### src/rtl/nibble_serial_adder_if.sv
// rtl/nibble_serial_adder_if.sv - operand/result handshake and adder4bit drive bundle
interface nibble_serial_adder_if #(
    parameter int W = 16
);
    logic         in_valid;
    logic         in_ready;
    logic [W-1:0] in_a;
    logic [W-1:0] in_b;
    logic         in_cin;
    logic [3:0]   add_av;
    logic [3:0]   add_bv;
    logic         add_cin;
    logic [3:0]   add_sumv;
    logic         add_cout;
    logic         out_valid;
    logic         out_ready;
    logic [W-1:0] out_sum;
    logic         out_cout;
    logic         out_ovf;

    // master: operand source, result sink and the external 4-bit adder
    modport master (
        output in_valid, in_a, in_b, in_cin, out_ready, add_sumv, add_cout,
        input  in_ready, add_av, add_bv, add_cin, out_valid, out_sum, out_cout, out_ovf
    );

    modport slave (
        input  in_valid, in_a, in_b, in_cin, out_ready, add_sumv, add_cout,
        output in_ready, add_av, add_bv, add_cin, out_valid, out_sum, out_cout, out_ovf
    );
endinterface

### src/rtl/nibble_serial_adder.sv
// rtl/nibble_serial_adder.sv - sequences one external 4-bit adder over 4*NIBBLES-bit operands
module nibble_serial_adder #(
    parameter int NIBBLES = 4
) (
    input  logic                  clk,
    input  logic                  reset,
    nibble_serial_adder_if.slave  bus
);
    localparam int W  = 4 * NIBBLES;
    localparam int KW = (NIBBLES > 1) ? $clog2(NIBBLES) : 1;
    localparam logic [KW-1:0] K_LAST = KW'(NIBBLES - 1);

    typedef enum logic [1:0] {IDLE, RUN, DONE} state_t;

    state_t        state, state_nxt;
    logic [KW-1:0] k;
    logic [W-1:0]  a_q, b_q, sum_q;
    logic          cin_q, carry_q, cout_q, ovf_q;

    always_ff @(posedge clk or negedge reset) begin
        if (!reset) begin
            state <= IDLE;
        end else begin
            state <= state_nxt;
        end
    end

    always_comb begin
        state_nxt = state;
        case (state)
            IDLE:    if (bus.in_valid) state_nxt = RUN;
            RUN:     if (k == K_LAST) state_nxt = DONE;
            DONE:    if (bus.out_ready) state_nxt = IDLE;
            default: state_nxt = IDLE;
        endcase
    end

    always_comb begin
        bus.in_ready  = (state == IDLE);
        bus.out_valid = (state == DONE);
        bus.add_av    = 4'h0;
        bus.add_bv    = 4'h0;
        bus.add_cin   = 1'b0;
        if (state == RUN) begin
            for (int i = 0; i < NIBBLES; i++) begin
                if (k == i[KW-1:0]) begin
                    bus.add_av = a_q[4*i +: 4];
                    bus.add_bv = b_q[4*i +: 4];
                end
            end
            // nibble 0 takes the caller's carry-in, later nibbles the chained carry
            bus.add_cin = (k == '0) ? cin_q : carry_q;
        end
    end

    always_ff @(posedge clk or negedge reset) begin
        if (!reset) begin
            k       <= '0;
            a_q     <= '0;
            b_q     <= '0;
            cin_q   <= 1'b0;
            carry_q <= 1'b0;
            sum_q   <= '0;
            cout_q  <= 1'b0;
            ovf_q   <= 1'b0;
        end else begin
            case (state)
                IDLE: begin
                    if (bus.in_valid) begin
                        a_q   <= bus.in_a;
                        b_q   <= bus.in_b;
                        cin_q <= bus.in_cin;
                        k     <= '0;
                        sum_q <= '0;
                    end
                end
                RUN: begin
                    for (int i = 0; i < NIBBLES; i++) begin
                        if (k == i[KW-1:0]) sum_q[4*i +: 4] <= bus.add_sumv;
                    end
                    carry_q <= bus.add_cout;
                    k       <= k + 1'b1;
                    if (k == K_LAST) begin
                        cout_q <= bus.add_cout;
                        ovf_q  <= (a_q[W-1] == b_q[W-1]) && (bus.add_sumv[3] != a_q[W-1]);
                    end
                end
                default: ;
            endcase
        end
    end

    assign bus.out_sum  = sum_q;
    assign bus.out_cout = cout_q;
    assign bus.out_ovf  = ovf_q;
endmodule

### src/flat_wrapper.sv
// flat-port wrapper written by rule: the top's interface ports become plain ports
module nibble_serial_adder_flat 
#(
    parameter int NIBBLES = 4
)
  (clk, reset, bus_in_valid, bus_in_a, bus_in_b, bus_in_cin, bus_out_ready, bus_add_sumv, bus_add_cout, bus_in_ready, bus_add_av, bus_add_bv, bus_add_cin, bus_out_valid, bus_out_sum, bus_out_cout, bus_out_ovf);
  nibble_serial_adder_if #(.W(16)) bus_i ();
  input  logic clk;
  input  logic reset;
  input wire logic [$bits(bus_i.in_valid)-1:0] bus_in_valid;
  input wire logic [$bits(bus_i.in_a)-1:0] bus_in_a;
  input wire logic [$bits(bus_i.in_b)-1:0] bus_in_b;
  input wire logic [$bits(bus_i.in_cin)-1:0] bus_in_cin;
  input wire logic [$bits(bus_i.out_ready)-1:0] bus_out_ready;
  input wire logic [$bits(bus_i.add_sumv)-1:0] bus_add_sumv;
  input wire logic [$bits(bus_i.add_cout)-1:0] bus_add_cout;
  output wire logic [$bits(bus_i.in_ready)-1:0] bus_in_ready;
  output wire logic [$bits(bus_i.add_av)-1:0] bus_add_av;
  output wire logic [$bits(bus_i.add_bv)-1:0] bus_add_bv;
  output wire logic [$bits(bus_i.add_cin)-1:0] bus_add_cin;
  output wire logic [$bits(bus_i.out_valid)-1:0] bus_out_valid;
  output wire logic [$bits(bus_i.out_sum)-1:0] bus_out_sum;
  output wire logic [$bits(bus_i.out_cout)-1:0] bus_out_cout;
  output wire logic [$bits(bus_i.out_ovf)-1:0] bus_out_ovf;
  assign bus_i.in_valid = bus_in_valid;
  assign bus_i.in_a = bus_in_a;
  assign bus_i.in_b = bus_in_b;
  assign bus_i.in_cin = bus_in_cin;
  assign bus_i.out_ready = bus_out_ready;
  assign bus_i.add_sumv = bus_add_sumv;
  assign bus_i.add_cout = bus_add_cout;
  assign bus_in_ready = bus_i.in_ready;
  assign bus_add_av = bus_i.add_av;
  assign bus_add_bv = bus_i.add_bv;
  assign bus_add_cin = bus_i.add_cin;
  assign bus_out_valid = bus_i.out_valid;
  assign bus_out_sum = bus_i.out_sum;
  assign bus_out_cout = bus_i.out_cout;
  assign bus_out_ovf = bus_i.out_ovf;
  nibble_serial_adder #(.NIBBLES(NIBBLES)) u_core (.clk(clk), .reset(reset), .bus(bus_i));
endmodule
### config.mk
export PLATFORM = sky130hd
export DESIGN_NAME = nibble_serial_adder_flat
export DESIGN_NICKNAME = d
export VERILOG_FILES = /design/src/rtl/nibble_serial_adder_if.sv /design/src/rtl/nibble_serial_adder.sv /design/src/flat_wrapper.sv
export SDC_FILE = /design/constraint.sdc
export NUM_CORES = 1
export LEC_CHECK = 0
export ABC_AREA = 0
export ABC_CLOCK_PERIOD_IN_PS = 1750
export CAP_MARGIN = 20
export CORE_ASPECT_RATIO = 1.25
export CORE_UTILIZATION = 30
export DETAILED_ROUTE_END_ITERATION = 16
export GPL_ROUTABILITY_DRIVEN = 0
export SLEW_MARGIN = 20
export SYNTH_ARGS = -nofsm -noshare
export SYNTH_HDL_FRONTEND = slang
export SYNTH_SLANG_ARGS = --single-unit
export TNS_END_PERCENT = 10
### constraint.sdc
create_clock -name clk -period 1.75 [get_ports clk]
set_input_delay 0.175 -clock clk [delete_from_list [all_inputs] [get_ports clk]]
set_output_delay 0.175 -clock clk [all_outputs]
set_load 0.02 [all_outputs]
* Word-level counts from Yosys, hierarchy flattened
Cells that the tools add are included.
** Operators by class
- Equality and inequality tests :: 13
- Reduce and logical (&&, ||, !) cells :: 12
- Muxes and demuxes :: 24
- Add/sub/neg operators :: 1
** Operators by type and width (count)
- $mux 4 :: 14
- $pmux 16 s2 :: 1
- $mux 16 :: 1
- $reduce_and 3->1 :: 5
- $ne 2x2->1 const B :: 6
- $mux 2 :: 4
- $eq 2x2->1 const B :: 3
- $pmux 2 s3 :: 1
- $reduce_and 2->1 :: 3
- $eq 2x1->1 const B :: 2
- $logic_not 2->1 :: 2
- $pmux 2 s2 :: 1
- $add 2x1->2 const B :: 1
- $mux 1 :: 2
- $reduce_bool 2->1 :: 1
- $eq 1x1->1 :: 1
- $logic_and 1x1->1 :: 1
- $ne 1x1->1 :: 1
** Word-level totals
- Output and inout port bits :: 29
- Register bits after elaboration :: 56

* Logic depth before layout (Yosys ltp)
Gate-level depths: netlist (run 1).
- Word-level depth :: 6
- Depth in mapped cells :: 7

* Least setup slack after synthesis (run 1)
Ideal clock, no wire load.
- Path type :: register -> output
- From :: reg u_core.k[0]
- To :: out bus_add_av[3]
- Arrival time :: 1732 ps
- Stages on the path, launching flop included :: 8
- Setup slack :: -157 ps
- Cells stage by stage :: dfrtp_1 inv_1 ha_1 buf_4 nor2b_1 clkbuf_2 a221oi_1 o32ai_1
** On the way
- Cells in the longest elaborated chain, start to end :: 6
- Elaborated cells between the ends (all ways) :: 9
- Classes of those cells :: eq/ne (3); mux (5); reduce/logical (1)
** Ends and longest elaborated chain
- start, declared :: RTL line nibble_serial_adder.sv:16 : logic [KW-1:0] k;
- start signal, assigned :: RTL line nibble_serial_adder.sv:82 : k <= k + 1'b1;
- $logic_not 2->1 :: RTL line nibble_serial_adder.sv:46 : if (k == i[KW-1:0]) begin
- $mux 4 (3 in series) :: RTL line nibble_serial_adder.sv:46
- $mux 4 * :: RTL line nibble_serial_adder.sv:46
- $mux 4 * :: RTL line nibble_serial_adder.sv:44 : if (state == RUN) begin
- end, declared :: RTL line flat_wrapper.sv:18 : output wire logic [$bits(bus_i.add_av)-1:0] bus_add_av;
Every way passes the cells marked *; elsewhere a longest branch is shown, timed or not.

* Final worst setup path (run 1)
- From :: reg u_core.k[0]
- To :: out bus_add_av[2]
The elaborated chain is that of the path after synthesis.

==> results of run 1 <==
state kept, by name, indices dropped and copies added, names as in the netlist:
name	cells
u_core.a_q	16
u_core.b_q	16
u_core.bus.out_cout	1
u_core.bus.out_ovf	1
u_core.bus.out_sum	16
u_core.carry_q	1
u_core.cin_q	1
u_core.k	2
u_core.state	2
worst min path at each step:
stage / startpoint / endpoint / slack [ps] / cells after the start
3_3_place_gp: reset / u_core.bus.out_cout / 160 / 1
2_1_floorplan: reset / u_core.a_q[0] / -120 / 0
3_5_place_dp: reset / u_core.bus.out_cout / 160 / 1
6_report: reset / u_core.bus.out_sum[2] / 340 / 2
4_1_cts: reset / u_core.bus.out_sum[2] / 360 / 2
5_1_grt: reset / u_core.bus.out_sum[2] / 380 / 2
cell usage in the layout, fill, tap and decap left out, drive strengths merged:
cell           count
a21oi              5
nand3              6
nand2              7
clkbuf             6
a32o              16
dlygate4sd3        1
nand2b             2
and3b              1
clkdlybuf4s50     58
nor2               3
a221oi             8
inv                5
dlygate4sd2        2
ha                 4
nor2b              3
mux2              34
or3                1
o21bai             1
dfrtp             56
o32ai              2
buf               34
nand3b             1
clkinv             1
mux2i              1
o31ai              7
o21ai             11
nor3b              1
routing by layer:
layer  GRT usage  wire [µm]
met5           0          0
met4      0.0443         85
met3      0.0319        266
met2       0.228       2910
met1       0.197       2670
logic make-up (layout without fill, tap and decap cells):
kind of cell,count (synthesis),after routing,share of synthesized area
flops,56,56,0.565
compound gates,50,50,0.162
mux,35,35,0.158
simple gates,25,25,0.0539
buf+inv,18,107,0.0408
fa+ha+maj,4,4,0.0202
power groups by stage:
stage | logic (W) | registers (W) | clock network [W]
final | 0.00368 | 0.00224 | 0.000752
after global placement | 0.00363 | 0.00225 | 0
after floorplan | 0.00203 | 0.00237 | 0
after CTS | 0.00367 | 0.00225 | 0.000782
after global routing | 0.00398 | 0.00232 | 0.000835
after detailed placement | 0.00369 | 0.00226 | 0
critical path, cell delays in order, from the launching register on:
cell	delay, ps
dfrtp_2	460
inv_2	110
ha_4	140
nor2b_4	200
buf_6	130
a221oi_1	70
o31ai_1	270
buf_2	210
cell type report:
class / instances / share of cell area
Clock buffer: 6 / 0.0231
Clock inverter: 2 / 0.00386
Multi-Input combinational cell: 114 / 0.292
Timing Repair Buffer: 95 / 0.250
Inverter: 4 / 0.00421
Sequential cell: 56 / 0.393
Tap cell: 95 / 0.0333
stage by stage:
| stage | setup TNS, ps | worst slack [ps] | area [µm²] | instances | utilization |
|---|---|---|---|---|---|
| final | -2260 | -327 | 3570 | 372 | 0.450 |
| after global placement | -4130 | -576 | 3430 | 361 | 0.433 |
| after CTS | -2370 | -323 | 3550 | 371 | 0.448 |
| after detailed placement | -4720 | -645 | 3430 | 361 | 0.433 |
| after floorplan | -869 | -157 | 2490 | 188 | - |
| after global routing | -3190 | -425 | 3570 | 372 | 0.450 |
timing repair:
| action | in CTS | in global routing |
|---|---|---|
| endpoints found under the hold margin | 18 | 0 |
| pin swaps | 4 | 3 |
| setup buffers | 1 | 1 |
| hold buffers | 1 | 0 |
| endpoints found under the setup margin | 11 | 9 |
| cloned | 0 | 0 |
| resized for setup | 59 | 4 |
==> impl_results.html, run 1 <==
<table>
<tr><th>Metric</th><th>Value</th></tr>
<tr><th colspan="2">Place</th></tr>
<tr><td>Count of input and output buffers</td><td>70</td></tr>
<tr><td>Detailed placer's ending HPWL</td><td>4190 µm</td></tr>
<tr><th colspan="2">Power</th></tr>
<tr><td>Combinational share of power</td><td>0.551</td></tr>
<tr><td>Worst-case vdd ir drop</td><td>0.000805 V</td></tr>
<tr><td>Sw Share</td><td>0.386</td></tr>
<tr><td>Switching power</td><td>around 0.0026 W</td></tr>
<tr><td>Clk pwr share</td><td>0.113</td></tr>
<tr><td>Static leakage power</td><td>roughly 1.5 nW</td></tr>
<tr><td>Internal portion of total power</td><td>around 0.004 W</td></tr>
<tr><td>Pwr Total</td><td>0.00667 W</td></tr>
<tr><td>Sequential cell fraction of total power</td><td>0.336</td></tr>
<tr><td>Pwr per Cell Area</td><td>about 1900 nW/µm²</td></tr>
<tr><th colspan="2">Final layout</th></tr>
<tr><td>Number of fillers in the final layout</td><td>750</td></tr>
<tr><td>Area taken by multi-input logic gates</td><td>roughly 1000 µm²</td></tr>
<tr><td>Number of nets in the finished design</td><td>approximately 320</td></tr>
<tr><td>Sequential cell area</td><td>around 1400 µm²</td></tr>
<tr><td>Synth-to-layout area growth</td><td>43.8%</td></tr>
<tr><td>Number of diodes added for antenna fixing</td><td>0</td></tr>
<tr><td>Share of final-layout standard cells stronger than drive strength 1</td><td>0.336</td></tr>
<tr><th colspan="2">Setup path</th></tr>
<tr><td>Reg2reg start</td><td>u_core.k[0]</td></tr>
<tr><td>Worst setup path category</td><td>flip-flop to output pin</td></tr>
<tr><td>Number of cells traversed by the worst register-to-register path</td><td>5</td></tr>
<tr><td>CP Data Required Time</td><td>between 1500 and 2000 ps</td></tr>
<tr><td>Category of the worst setup path launch point</td><td>flip-flop</td></tr>
<tr><td>Kind of capture point of the worst setup path</td><td>output pin</td></tr>
<tr><td>Critical path launch point</td><td>u_core.k[0]</td></tr>
<tr><td>WP data arrival</td><td>1900 ps</td></tr>
<tr><td>Timing endpoint of the critical path</td><td>bus_add_av[2]</td></tr>
<tr><td>Reg2Reg Setup Slack</td><td>about 150 ps</td></tr>
<tr><td>Terminus of the critical flop-to-flop path</td><td>u_core.bus.out_cout</td></tr>
<tr><td>CP Max Fanout</td><td>4</td></tr>
<tr><th colspan="2">Logic synthesis</th></tr>
<tr><td>Ys Warns</td><td>0</td></tr>
<tr><td>Synth cell count leaders</td><td>56 x dfrtp_1, 34 x mux2_2, 16 x a32o_1</td></tr>
<tr><td>Number of synthesized flops with an enable pin</td><td>0</td></tr>
<tr><td>Share of the yosys chip area belonging to registers</td><td>0.565</td></tr>
<tr><td>Top cell type's share of synthesized area</td><td>0.565</td></tr>
<tr><td>Mean cell area of the mapped netlist</td><td>around 13 µm²</td></tr>
<tr><td>Mapped Cells</td><td>between 150 and 200</td></tr>
<tr><td>Main flop type after synthesis</td><td>dfrtp_1</td></tr>
<tr><td>Synth cell types</td><td>27</td></tr>
<tr><td>Most common cell in the synthesized netlist</td><td>dfrtp_1</td></tr>
<tr><td>Leading area contributor after synthesis</td><td>dfrtp_1</td></tr>
<tr><td>Flip-flop and latch count after synthesis</td><td>56</td></tr>
<tr><td>Post-synthesis cell area</td><td>around 2500 µm²</td></tr>
<tr><td>Cells taking the most area after synthesis</td><td>dfrtp_1 56%, mux2_2 15%, a32o_1 6.5%, a221oi_1 2.8%, buf_4 2.4%</td></tr>
<tr><td>Fraction of registers with async set or reset after synthesis</td><td>1.00</td></tr>
<tr><td>Mapped Nets</td><td>around 230</td></tr>
<tr><th colspan="2">STA</th></tr>
<tr><td>Final-report setup violation count</td><td>8</td></tr>
<tr><td>Worst hold-check slack</td><td>338 ps</td></tr>
<tr><td>Setup repair after global routing missed its margin</td><td>true</td></tr>
<tr><td>Max Clock Freq</td><td>about 480 MHz</td></tr>
<tr><td>Worst clock skew on the final layout</td><td>between 10 and 15 ps</td></tr>
<tr><td>Final hold violation count</td><td>0</td></tr>
<tr><td>Max-slew headroom</td><td>0.686</td></tr>
<tr><td>Shortest period the worst path allows</td><td>slightly above 2000 ps</td></tr>
<tr><td>Transition time of the tightest slew-check pin</td><td>between 400 and 500 ps</td></tr>
<tr><td>Number of pins exceeding their max-slew limit in the final report</td><td>0</td></tr>
<tr><td>Final worst path period share</td><td>1.19</td></tr>
<tr><td>Final setup margin</td><td>-327 ps</td></tr>
<tr><th colspan="2">Drt</th></tr>
<tr><td>DRC marker count from the first detailed-route iteration</td><td>39</td></tr>
<tr><td>Antenna viol nets, final</td><td>0</td></tr>
<tr><td>Detail-routed net length per standard cell</td><td>15.9 µm</td></tr>
<tr><td>DRT Wirelength</td><td>5930 µm</td></tr>
<tr><td>Ratio of routed vias to standard cells</td><td>5.02</td></tr>
<tr><td>Number of iterations in the first detailed-routing pass</td><td>4</td></tr>
<tr><td>Drt drc</td><td>0</td></tr>
<tr><td>Number of vias in the routed layout</td><td>1,869</td></tr>
<tr><th colspan="2">Global route</th></tr>
<tr><td>Number of global-route vias before repair</td><td>approximately 1,900</td></tr>
<tr><td>Maximum number of pins on one net before global-route repair</td><td>a little over 40</td></tr>
<tr><td>Total global routing track utilization</td><td>0.144</td></tr>
<tr><td>Total grt overflow</td><td>0</td></tr>
<tr><td>Number of antenna violations at the first check in global routing</td><td>0</td></tr>
<tr><td>First-pass GRT wire length</td><td>between 9000 and 10,000 µm</td></tr>
<tr><th colspan="2">Floorplan</th></tr>
<tr><td>Core region area</td><td>7930 µm²</td></tr>
<tr><td>Die Footprint</td><td>between 8000 and 9000 µm²</td></tr>
<tr><td>Initial core utilization</td><td>0.313</td></tr>
<tr><td>Width of the die</td><td>between 80 and 90 µm</td></tr>
<tr><td>Number of placement rows</td><td>36</td></tr>
<tr><td>Number of ports placed on the die boundary</td><td>71</td></tr>
<tr><td>Die outline height</td><td>about 100 µm</td></tr>
<tr><th colspan="2">Clock network</th></tr>
<tr><td>TritonCTS clock tree</td><td>done</td></tr>
<tr><td>Maximum root-to-sink buffer count</td><td>2</td></tr>
<tr><td>Root buffer selected by CTS</td><td>clkbuf_8</td></tr>
<tr><td>Clock latency at the later pin of the worst-skew pair</td><td>310 ps</td></tr>
<tr><td>CTS buffer count</td><td>5</td></tr>
<tr><td>Clock sink total</td><td>56</td></tr>
<tr><td>CTS clk-pin slew, worst paths</td><td>about 100 ps</td></tr>
<tr><td>H-tree depth</td><td>2</td></tr>
<tr><th colspan="2">Outcome</th></tr>
<tr><td>Failing checks</td><td>negative setup slack</td></tr>
<tr><td>Status</td><td>finished, violations left</td></tr>
<tr><th colspan="2">Hold path</th></tr>
<tr><td>Class of the worst hold path</td><td>input pin to async pin</td></tr>
<tr><th colspan="2">Job</th></tr>
<tr><td>Number of max-capacitance violations reported</td><td>0</td></tr>
</table>
Power figures use the tool's default switching activity.
==> run 2, diff against run 1 <==
- CORE_MARGIN: unset -> 1.5
- REMOVE_ABC_BUFFERS: unset -> 1
==> run 2 against run 1 <==
Clock power up 53%. Critical endpoint is now bus_add_bv[3]. Clock skew down 5.2 ps. Cell count increased by 1.1%. Design area is 4.3% higher. The flow still finishes with violations (negative setup slack). Flip-flop and latch count unchanged. Non-clock buffer count increased by 4. Largest cell class unchanged. Setup slack better by 56 ps. Combinational power is 6.3% higher.
==> impl_results.html, run 2 (synthesis gave the netlist of run 1 again) <==
<table>
<tr><th>Metric</th><th>Value</th></tr>
<tr><th colspan="2">Final layout</th></tr>
<tr><td>Post-route cell area</td><td>3720 µm² (+4.3%)</td></tr>
<tr><td>Number of diodes added for antenna fixing</td><td>0 (unchanged)</td></tr>
<tr><td>Number of fillers in the final layout</td><td>748 (-0.27%)</td></tr>
<tr><td>Most common cell after layout, fill and taps aside</td><td>clkdlybuf4s50_1</td></tr>
<tr><td>Number of nets in the finished design</td><td>326 (+1.2%)</td></tr>
<tr><td>Share of final-layout standard cells stronger than drive strength 1</td><td>0.363 (+0.0272)</td></tr>
<tr><td>Synth-to-layout area growth</td><td>50.1%</td></tr>
<tr><td>Highest-count cells in the layout ignoring fill and taps</td><td>58 x clkdlybuf4s50_1, 56 x dfrtp_1, 33 x mux2_2, 22 x buf_4, 16 x a32o_1</td></tr>
<tr><th colspan="2">Place</th></tr>
<tr><td>Detailed placer's ending HPWL</td><td>4320 µm (+3.1%)</td></tr>
<tr><td>Cell area after placement</td><td>3430 µm² (unchanged)</td></tr>
<tr><td>Count of input and output buffers</td><td>70 (unchanged)</td></tr>
<tr><td>DP Worst Slack</td><td>-493 ps (+152 ps)</td></tr>
<tr><th colspan="2">Clock network</th></tr>
<tr><td>CTS clk-pin slew, worst paths</td><td>100 ps (about the same)</td></tr>
<tr><td>H-tree depth</td><td>2 (unchanged)</td></tr>
<tr><td>CTS buffer count</td><td>5 (unchanged)</td></tr>
<tr><td>Clock sink total</td><td>56 (unchanged)</td></tr>
<tr><td>Maximum root-to-sink buffer count</td><td>2 (unchanged)</td></tr>
<tr><td>Root buffer selected by CTS</td><td>clkbuf_8</td></tr>
<tr><td>Clock latency at the later pin of the worst-skew pair</td><td>320 ps (about the same)</td></tr>
<tr><td>TritonCTS clock tree</td><td>done</td></tr>
<tr><th colspan="2">Floorplan</th></tr>
<tr><td>Core region area</td><td>7930 µm² (unchanged)</td></tr>
<tr><td>Number of placement rows</td><td>36 (unchanged)</td></tr>
<tr><td>Die outline height</td><td>105 µm (+0.96%)</td></tr>
<tr><td>Initial core utilization</td><td>0.313 (unchanged)</td></tr>
<tr><td>Width of the die</td><td>84.4 µm (+1.2%)</td></tr>
<tr><td>Number of ports placed on the die boundary</td><td>71 (unchanged)</td></tr>
<tr><td>Die Footprint</td><td>8830 µm² (+2.2%)</td></tr>
<tr><th colspan="2">Setup path</th></tr>
<tr><td>WP data arrival</td><td>1850 ps (-50 ps)</td></tr>
<tr><td>Critical path launch point</td><td>u_core.k[1]</td></tr>
<tr><td>Reg2reg start</td><td>u_core.k[0]</td></tr>
<tr><td>Timing endpoint of the critical path</td><td>bus_add_bv[3]</td></tr>
<tr><td>Worst setup path category</td><td>flip-flop to output pin</td></tr>
<tr><td>Reg2Reg Setup Slack</td><td>130 ps (-20 ps)</td></tr>
<tr><td>Category of the worst setup path launch point</td><td>flip-flop</td></tr>
<tr><td>Terminus of the critical flop-to-flop path</td><td>u_core.bus.out_cout</td></tr>
<tr><td>Kind of capture point of the worst setup path</td><td>output pin</td></tr>
<tr><td>CP Max Fanout</td><td>6 (+2)</td></tr>
<tr><td>CP Data Required Time</td><td>1570 ps (about the same)</td></tr>
<tr><td>Number of cells traversed by the worst register-to-register path</td><td>6 (+1)</td></tr>
<tr><th colspan="2">Global route</th></tr>
<tr><td>Total grt overflow</td><td>0 (unchanged)</td></tr>
<tr><td>Total global routing track utilization</td><td>0.149 (+0.00432)</td></tr>
<tr><td>First-pass GRT wire length</td><td>10,500 µm (+6.0%)</td></tr>
<tr><td>Maximum number of pins on one net before global-route repair</td><td>41 (unchanged)</td></tr>
<tr><td>Number of antenna violations at the first check in global routing</td><td>0 (unchanged)</td></tr>
<tr><td>Number of global-route vias before repair</td><td>2,055 (+7.8%)</td></tr>
<tr><th colspan="2">Power</th></tr>
<tr><td>Pwr Total</td><td>0.00732 W (+9.8%)</td></tr>
<tr><td>Static leakage power</td><td>1.56 nW (+4.7%)</td></tr>
<tr><td>Pwr per Cell Area</td><td>1970 nW/µm² (+5.2%)</td></tr>
<tr><td>Worst-case vdd ir drop</td><td>0.00115 V (+42%)</td></tr>
<tr><th colspan="2">STA</th></tr>
<tr><td>Setup repair after global routing missed its margin</td><td>true</td></tr>
<tr><td>Max-slew headroom</td><td>0.730 (+0.0439)</td></tr>
<tr><td>Final worst path period share</td><td>1.16 (-0.0320)</td></tr>
<tr><td>Shortest period the worst path allows</td><td>2020 ps (-56.0 ps)</td></tr>
<tr><td>Transition time of the tightest slew-check pin</td><td>405 ps (-65.9 ps)</td></tr>
<tr><td>Final setup margin</td><td>-271 ps (+56.0 ps)</td></tr>
<tr><td>Number of pins exceeding their max-slew limit in the final report</td><td>0 (unchanged)</td></tr>
<tr><td>Final-report setup violation count</td><td>9 (+1)</td></tr>
<tr><td>Worst hold-check slack</td><td>316 ps (-21.8 ps)</td></tr>
<tr><td>Max Clock Freq</td><td>495 MHz (+2.8%)</td></tr>
<tr><td>Worst clock skew on the final layout</td><td>6.42 ps (-5.18 ps)</td></tr>
<tr><td>Final hold violation count</td><td>0 (unchanged)</td></tr>
<tr><td>Fin Setup TNS</td><td>-1930 ps (+330 ps)</td></tr>
<tr><th colspan="2">Drt</th></tr>
<tr><td>Ratio of routed vias to standard cells</td><td>5.05 (+0.42%)</td></tr>
<tr><td>DRC marker count from the first detailed-route iteration</td><td>85 (+120%)</td></tr>
<tr><td>Number of vias in the routed layout</td><td>1,897 (+1.5%)</td></tr>
<tr><td>Number of iterations in the first detailed-routing pass</td><td>4 (unchanged)</td></tr>
<tr><td>Drt drc</td><td>0 (unchanged)</td></tr>
<tr><td>Antenna viol nets, final</td><td>0 (unchanged)</td></tr>
<tr><td>DRT Wirelength</td><td>6180 µm (+4.1%)</td></tr>
<tr><td>Detail-routed net length per standard cell</td><td>16.4 µm (+3.0%)</td></tr>
<tr><th colspan="2">Outcome</th></tr>
<tr><td>Status</td><td>finished, violations left</td></tr>
<tr><td>Failing checks</td><td>negative setup slack</td></tr>
<tr><th colspan="2">Hold path</th></tr>
<tr><td>Class of the worst hold path</td><td>input pin to async pin</td></tr>
<tr><th colspan="2">Job</th></tr>
<tr><td>Number of max-capacitance violations reported</td><td>0 (unchanged)</td></tr>
</table>
[run 2: changes by cell type in the layout (fill, tap and decap cells not counted), moves of 2 or more]
cell and change:
buf_4 +3, a221oi_2 +4, buf_6 +2, bufinv_16 +3, a221oi_1 -5
[run 2: layer usage]
| metal | share of wire | vias to the layer above | wire [µm] | GRT usage |
|---|---|---|---|---|
| li1 | - | 901 | - | - |
| met1 | 0.45 | 947 | 2810 | 0.194 |
| met2 | 0.50 | 45 | 3060 | 0.251 |
| met3 | 0.043 | 4 | 263 | 0.0340 |
| met4 | 0.0065 | 0 | 40 | 0.0346 |
| met5 | 0 | - | 0 | 0 |
[run 2: report_power, final]
group          leakage (nW)  total (W)  internal [W]  switching (W)
sequential            0.685    0.00227       0.00190       0.000367
clock                0.0784    0.00115      0.000715       0.000434
combinational         0.795    0.00391       0.00200        0.00191
total                  1.56    0.00732       0.00461        0.00271
[run 2: cell type report]
type	count	area [µm²]	area share
clock inverters	3	90.1	0.0242
well taps	95	119	0.0319
multi-input cells	114	1100	0.295
clock buffers	5	68.8	0.0185
flip-flops and latches	56	1400	0.376
repair buffers	99	933	0.251
inverters	4	15.0	0.00403
[run 2: worst min-delay path by stage]
| stage | end | cells after the start | start | slack, ps |
|---|---|---|---|---|
| 3_5_place_dp | u_core.a_q[13] | 1 | reset | 130 |
| 6_report | u_core.a_q[13] | 2 | reset | 320 |
| 2_1_floorplan | u_core.a_q[0] | 0 | reset | -120 |
| 3_3_place_gp | u_core.a_q[13] | 1 | reset | 120 |
| 5_1_grt | u_core.b_q[2] | 2 | reset | 360 |
| 4_1_cts | u_core.k[1] | 2 | reset | 330 |
[run 2: metrics by stage]
step                      utilization  instances
final                           0.470        376
after global routing            0.470        376
after CTS                       0.468        376
after detailed placement        0.433        362
after global placement          0.433        362
after floorplan                     -        174
[run 2: critical path, stage by stage (launching register included)]
cell and delay, ps:
dfrtp_1 410, inv_2 100, ha_2 220, buf_6 150, buf_6 150, a221oi_2 70
o32ai_2 250, buf_4 190
[run 2: timing repair]
item                       4_1_cts  5_1_grt
gates resized for setup         73        3
buffers inserted                 5        0
hold buffers                     1        0
setup endpoints to repair       11       10
pin swaps                        9        2
hold endpoints to repair        14        0
==> run 3, diff against run 2 <==
- SLEW_MARGIN: 20 -> 10
==> results of run 3 <==
Final layout, timing and power as in run 2 (identical DEF).
